## src/rtl/reg_univ.sv

```systemverilog
// Universal WIDTH-bit register: load, shift, rotate and, with REG_UNIV_COUNT_EN, up/down count.
// Results appear one cycle after the enabled edge. Co is a registered flag; Zero is decoded from reg_out.
module reg_univ #(
  parameter int               WIDTH     = 8,
  parameter logic [WIDTH-1:0] RESET_VAL = '0
) (
  input  logic             Clk,
  input  logic             Res,
  input  logic             En,
  input  logic [2:0]       Mode,
  input  logic [WIDTH-1:0] reg_in,
  input  logic             Sin_lsb,
  input  logic             Sin_msb,
  output logic [WIDTH-1:0] reg_out,
  output logic             Co,
  output logic             Zero
);

  localparam logic [2:0] MODE_HOLD = 3'b000;
  localparam logic [2:0] MODE_LOAD = 3'b001;
  localparam logic [2:0] MODE_SHL  = 3'b010;
  localparam logic [2:0] MODE_SHR  = 3'b011;
  localparam logic [2:0] MODE_ROL  = 3'b100;
  localparam logic [2:0] MODE_ROR  = 3'b101;
`ifdef REG_UNIV_COUNT_EN
  localparam logic [2:0] MODE_INC  = 3'b110;
  localparam logic [2:0] MODE_DEC  = 3'b111;
  localparam logic [WIDTH-1:0] ONE = WIDTH'(1);
`endif

  logic [WIDTH-1:0] reg_q, reg_d;
  logic             co_q, co_d;

  always_comb begin
    reg_d = reg_q;
    co_d  = co_q;
    if (En) begin
      case (Mode)
        MODE_HOLD: begin
          reg_d = reg_q;
          co_d  = co_q;
        end
        MODE_LOAD: begin
          reg_d = reg_in;
          co_d  = 1'b0;
        end
        MODE_SHL: begin
          reg_d = {reg_q[WIDTH-2:0], Sin_lsb};
          co_d  = reg_q[WIDTH-1];
        end
        MODE_SHR: begin
          reg_d = {Sin_msb, reg_q[WIDTH-1:1]};
          co_d  = reg_q[0];
        end
        MODE_ROL: begin
          reg_d = {reg_q[WIDTH-2:0], reg_q[WIDTH-1]};
          co_d  = reg_q[WIDTH-1];
        end
        MODE_ROR: begin
          reg_d = {reg_q[0], reg_q[WIDTH-1:1]};
          co_d  = reg_q[0];
        end
`ifdef REG_UNIV_COUNT_EN
        // Carry/borrow is the wrap condition, taken from the operand rather than an extra adder bit.
        MODE_INC: begin
          reg_d = reg_q + ONE;
          co_d  = &reg_q;
        end
        MODE_DEC: begin
          reg_d = reg_q - ONE;
          co_d  = ~|reg_q;
        end
`endif
        default: begin
          reg_d = reg_q;
          co_d  = co_q;
        end
      endcase
    end
  end

  always_ff @(posedge Clk) begin
    if (Res) begin
      reg_q <= RESET_VAL;
      co_q  <= 1'b0;
    end else begin
      reg_q <= reg_d;
      co_q  <= co_d;
    end
  end

  assign reg_out = reg_q;
  assign Co      = co_q;
  assign Zero    = ~|reg_q;

endmodule

```

## config.mk

```make
export PLATFORM = sky130hd
export DESIGN_NAME = reg_univ
export DESIGN_NICKNAME = d
export VERILOG_FILES = /design/src/rtl/reg_univ.sv
export SDC_FILE = /design/constraint.sdc
export NUM_CORES = 1
export LEC_CHECK = 0
export ABC_AREA = 1
export BUFFER_PORTS_ARGS = -buffer_cell sky130_fd_sc_hd__buf_4
export CAP_MARGIN = 20
export CORE_UTILIZATION = 42
export DETAILED_ROUTE_END_ITERATION = 10
export PLACE_DENSITY = 0.84
export SETUP_SLACK_MARGIN = 0.4
export SLEW_MARGIN = 20
export SYNTH_ARGS = -nofsm -noshare
export SYNTH_HDL_FRONTEND = slang
export SYNTH_SLANG_ARGS = --single-unit
export TNS_END_PERCENT = 50
```

## constraint.sdc

```tcl
create_clock -name Clk -period 0.8 [get_ports Clk]
set_input_delay 0.08 -clock Clk [delete_from_list [all_inputs] [get_ports Clk]]
set_output_delay 0.08 -clock Clk [all_outputs]
set_load 0.02 [all_outputs]
```

## Yosys cells after proc, flatten, opt, wreduce, memory -nomap -nowiden

Index checks and enable logic that the tools add are counted.
W data, S select, Z words.

| cells by class | value |
|---|---|
| eq/ne operators | 5 |
| multiplexer cells | 2 |
| reduce and logical (&&, ||, !) cells | 8 |

Operators by type and width:

| operator | count |
|---|---|
| $pmux W8 S5 | 1 |
| $reduce_or A8 Y1 | 1 |
| $eq A3 B2 Y1 const B | 2 |
| $eq A3 B3 Y1 const B | 2 |
| $reduce_bool A5 Y1 | 1 |
| $reduce_and A2 Y1 | 2 |
| $reduce_or A2 Y1 | 2 |
| $eq A3 B1 Y1 const B | 1 |
| $pmux W1 S3 | 1 |
| $reduce_bool A3 Y1 | 1 |
| $logic_not A1 Y1 | 1 |

| storage, ports and cells | value |
|---|---|
| register bits after elaboration | 9 |
| bits of input ports | 16 |

## Logic depth before layout (Yosys ltp)

| depth | value |
|---|---|
| word-level depth | 4 |
| gate-level depth with buffers | 8 |
| depth with buffers taken out | 8 |

## Worst setup path after synthesis

OpenSTA, ideal clock, no wires.

| timing path | value |
|---|---|
| kind | register -> output |
| from | reg reg_q[3], in the netlist reg_out[3] |
| to | out Zero |
| arrival time | 865 ps |
| required time | 720 ps |
| slack | -145 ps |
| stages on the path, launching flop included | 4 |
| buffers on the path | 0 |
| path through | dfxtp_1 inv_1 nand4_1 nor2_1 |

| on the way | value |
|---|---|
| cells in the longest elaborated chain, start to end | 2 |

RTL lines:

| element | line | text |
|---|---|---|
| start: declaration | 31 | `logic [WIDTH-1:0] reg_q, reg_d;` |
| start signal: assignment | 87 | `reg_q <= reg_d;` |
| $reduce_or A8 Y1 | 94 | `assign Zero = ~\|reg_q;` |
| $logic_not A1 Y1 | 94 |  |
| end: declaration | 16 | `output logic Zero` |

Every way passes these cells.

## Worst setup path in the final report

| timing path | value |
|---|---|
| from | reg reg_q[2], in the netlist reg_out[2] |
| to | out Zero |

Same word-level chain as after synthesis.

==> results.sh <==
export IMPL_timing_rr_end="reg_out[6]$_SDFFE_PP0P_"
export IMPL_synth_area_leaders="dfxtp_1 27%, nor2_1 12%, o21ai_1 11%, nand2_1 9.1%, inv_1 6.8%"
export IMPL_synth_edf_count=0
export IMPL_syn2layout_area_growth_pct=86.3
export IMPL_n_antenna_cell=0
export IMPL_grt_start_max_net_pins=15
export IMPL_path_max_fanout=2
export IMPL_grt_ovfl_total=0
export IMPL_die_w_microns=41.6
export IMPL_max_clock_freq_mhz=866
export IMPL_drv_cap=0
export IMPL_yosysSeqAreaShare_pct=27.4
export IMPL_cp_arrival_ns=1.07
export IMPL_whs_endpoint="reg_out[0]$_SDFFE_PP0P_"
export IMPL_worst_hold_slack_ns=-0.0219
export IMPL_slew_viol_final=0
export IMPL_hold_viol_final=2
export IMPL_leakage_uw=0.000599
export IMPL_port_buffers=25
export IMPL_cts_buffers=3
export IMPL_peakVddDrop_uv=1210
export IMPL_viasPerCell=5.47
export IMPL_io_pins=26
export IMPL_r2r_start="reg_out[7]$_SDFFE_PP0P_"
export IMPL_pwr_share_comb_pct=45.7
export IMPL_rows=13
export IMPL_maxSlewHeadroom_pct=82.9
export IMPL_first_iter_violations=39
export IMPL_start_kind="flop"
export IMPL_stdcell_area_sq_um=1230
export IMPL_power_density_nw_per_um2=1330
export IMPL_synth_cells_most_frequent="21 x nor2_1, 16 x nand2_1, 15 x o21ai_1"
export IMPL_async_reset_ff_share_pct=0
export IMPL_grt_pass1_vias=814
export IMPL_antenna_left=0
export IMPL_min_path_type="input pin to flop"
export IMPL_multi_input_area_sq_um=419
export IMPL_min_delay_start="Res"
export IMPL_clk_pin_slew_ns=0.07
export IMPL_required_ns=0.72
export IMPL_final_nets=181
export IMPL_synthCells=106
export IMPL_p_switching_uw=570
export IMPL_finalWorstSetupSlack_ns=-0.355
export IMPL_drive_gt1_share_pct=58.5
export IMPL_p_int_uw=1060
export IMPL_syn_area_sq_um=658
export IMPL_yosys_cell_types_count=15
export IMPL_worst_setup_path_type="flop to output pin"
export IMPL_clock_skew_ns=0.0119
export IMPL_dieArea_sq_um=1730
export IMPL_placed_cell_area_sq_um=1050
export IMPL_die_y_microns=41.6
export IMPL_crit_chain="inv_1, nand4_1, nor2_4, buf_6"
export IMPL_htree_levels=1
export IMPL_yosys_warnings=0
export IMPL_setup_violations_final=18
export IMPL_syn_avg_cell_area_sq_um=6.21
export IMPL_finalCritPeriodShare_pct=144
export IMPL_min_period_ns=1.15
export IMPL_cp_end_kind="output pin"
export IMPL_cts_num_sinks=9
export IMPL_ff2ff_path_depth=6
export IMPL_regToRegSetupSlack_ns=-0.23
export IMPL_drc=0
export IMPL_cp_slowest_cell="dfxtp_2"
export IMPL_clk_latency_ns=0.27
export IMPL_drt_first_pass_iters=4
export IMPL_cts_tree="yes"
export IMPL_coreArea_sq_um=1380
export IMPL_cts_max_path_buffers=2
export IMPL_grt_pass1_wl_microns=3380
export IMPL_synth_most_common_cell="nor2_1"
export IMPL_grt_antenna_before_repair=0
export IMPL_synth_fp_nets=122
export IMPL_slowest_delay_ns=0.33
export IMPL_gp_congestion=0.963
export IMPL_status="complete, but fails checks"
export IMPL_synth_top_cell_by_area="dfxtp_1"
export IMPL_start_util_pct=47.6
export IMPL_synth_ff_latch_count=9
export IMPL_hold_depth=2
export IMPL_drt_wl_total_microns=2620
export IMPL_synth_ff_type="dfxtp_1"
export IMPL_vias=980
export IMPL_ff_latch_area_sq_um=196
export IMPL_dp_hpwl_microns=1540
export IMPL_worst_slew_pin_slew_ns=0.256
export IMPL_p_seq_share_pct=32.1
export IMPL_fill_cells=71
export IMPL_wire_per_inst_microns=14.6
export IMPL_netlist_area_leader_share_pct=27.4
export IMPL_power_uw=1630
export IMPL_root_buffer="clkbuf_4"
export IMPL_switching_share_pct=35.0
export IMPL_grt_setup_unrepaired="yes"
export IMPL_violations="hold timing, setup timing"
export IMPL_grt_usage_pct=25.3
export IMPL_clockPowerShare_pct=22.2
## layer usage
| metal | GRT usage (%) | vias to the layer above | routed length, microns |
|---|---|---|---|
| met4 | 11.6 | 0 | 131 |
| met5 | 0 | - | 0 |
| li1 | - | 452 | - |
| met1 | 28.2 | 439 | 944 |
| met3 | 6.96 | 26 | 203 |
| met2 | 44.1 | 63 | 1340 |
## logic make-up after synthesis
| kind of cell | share of synthesized area (%) |
|---|---|
| AO/OA/AOI/OAI | 15.2 |
| buffers and inverters | 12.4 |
| flip-flops | 27.4 |
| AND/OR/NAND/NOR | 45.1 |
## area by class of cell
type / instances / share of cell area (%)
timing repair buffer: 55 / 40.5
multi-input combinational: 79 / 34.2
sequential: 9 / 16.0
inverter: 17 / 5.61
clock buffer: 4 / 2.14
tap: 15 / 1.53
## layout by cell type (no fill, tap or decap), drive strengths merged
cell type  instances
buf               55
nand2             25
nor2              24
o21ai             17
inv               17
dfxtp              9
nand3              8
clkbuf             4
a21oi              3
nand4              2
## power groups by stage
stage	Clock [uW]	Sequential [uW]	Combinational, uW
6_report	361	522	744
4_1_cts	358	515	669
3_5_place_dp	0	522	595
5_1_grt	388	524	785
3_3_place_gp	0	520	580
2_1_floorplan	0	567	261
## through the flow
stage | cells | hold WS, ns | util, % | setup TNS [ns] | worst slack, ns
after floorplan | 106 | 0.139 | - | -0.243 | -0.0306
after global placement | 167 | 0.247 | 76.2 | -1.51 | -0.191
after detailed placement | 167 | 0.249 | 76.2 | -1.76 | -0.226
after CTS | 175 | -0.0205 | 84.1 | -2.01 | -0.319
after global routing | 179 | -0.0314 | 88.7 | -3.14 | -0.403
final | 179 | -0.0219 | 88.7 | -2.65 | -0.355
## timing repair
action                     4_1_cts  5_1_grt
gates cloned                     0        0
hold endpoints to repair         2        2
resized for setup               21       10
buffers inserted                 4        4
setup endpoints to repair       19       19
pin swaps                        6        3
## state kept, by name (all words and copies together) (netlist names)
register and count:
reg_out 8, Co 1
## worst max-delay path, delay by kind of cell, from the launching register on
kind                   cells  cell delay (ns)
and+or+nand+nor            2             0.26
DFF                        1             0.33
buffers and inverters      2             0.22
## how the worst max path moves through the flow
stage	cells past startpoint	endpoint	startpoint
after detailed placement	7	reg_out[2]$_SDFFE_PP0P_	Mode[1]
final	4	Zero	reg_out[2]$_SDFFE_PP0P_
after CTS	4	Zero	reg_out[7]$_SDFFE_PP0P_
after floorplan	7	reg_out[2]$_SDFFE_PP0P_	Mode[1]
after global placement	7	reg_out[2]$_SDFFE_PP0P_	Mode[1]
after global routing	4	Zero	reg_out[2]$_SDFFE_PP0P_
No activity file was read; power rests on OpenSTA's default activity.
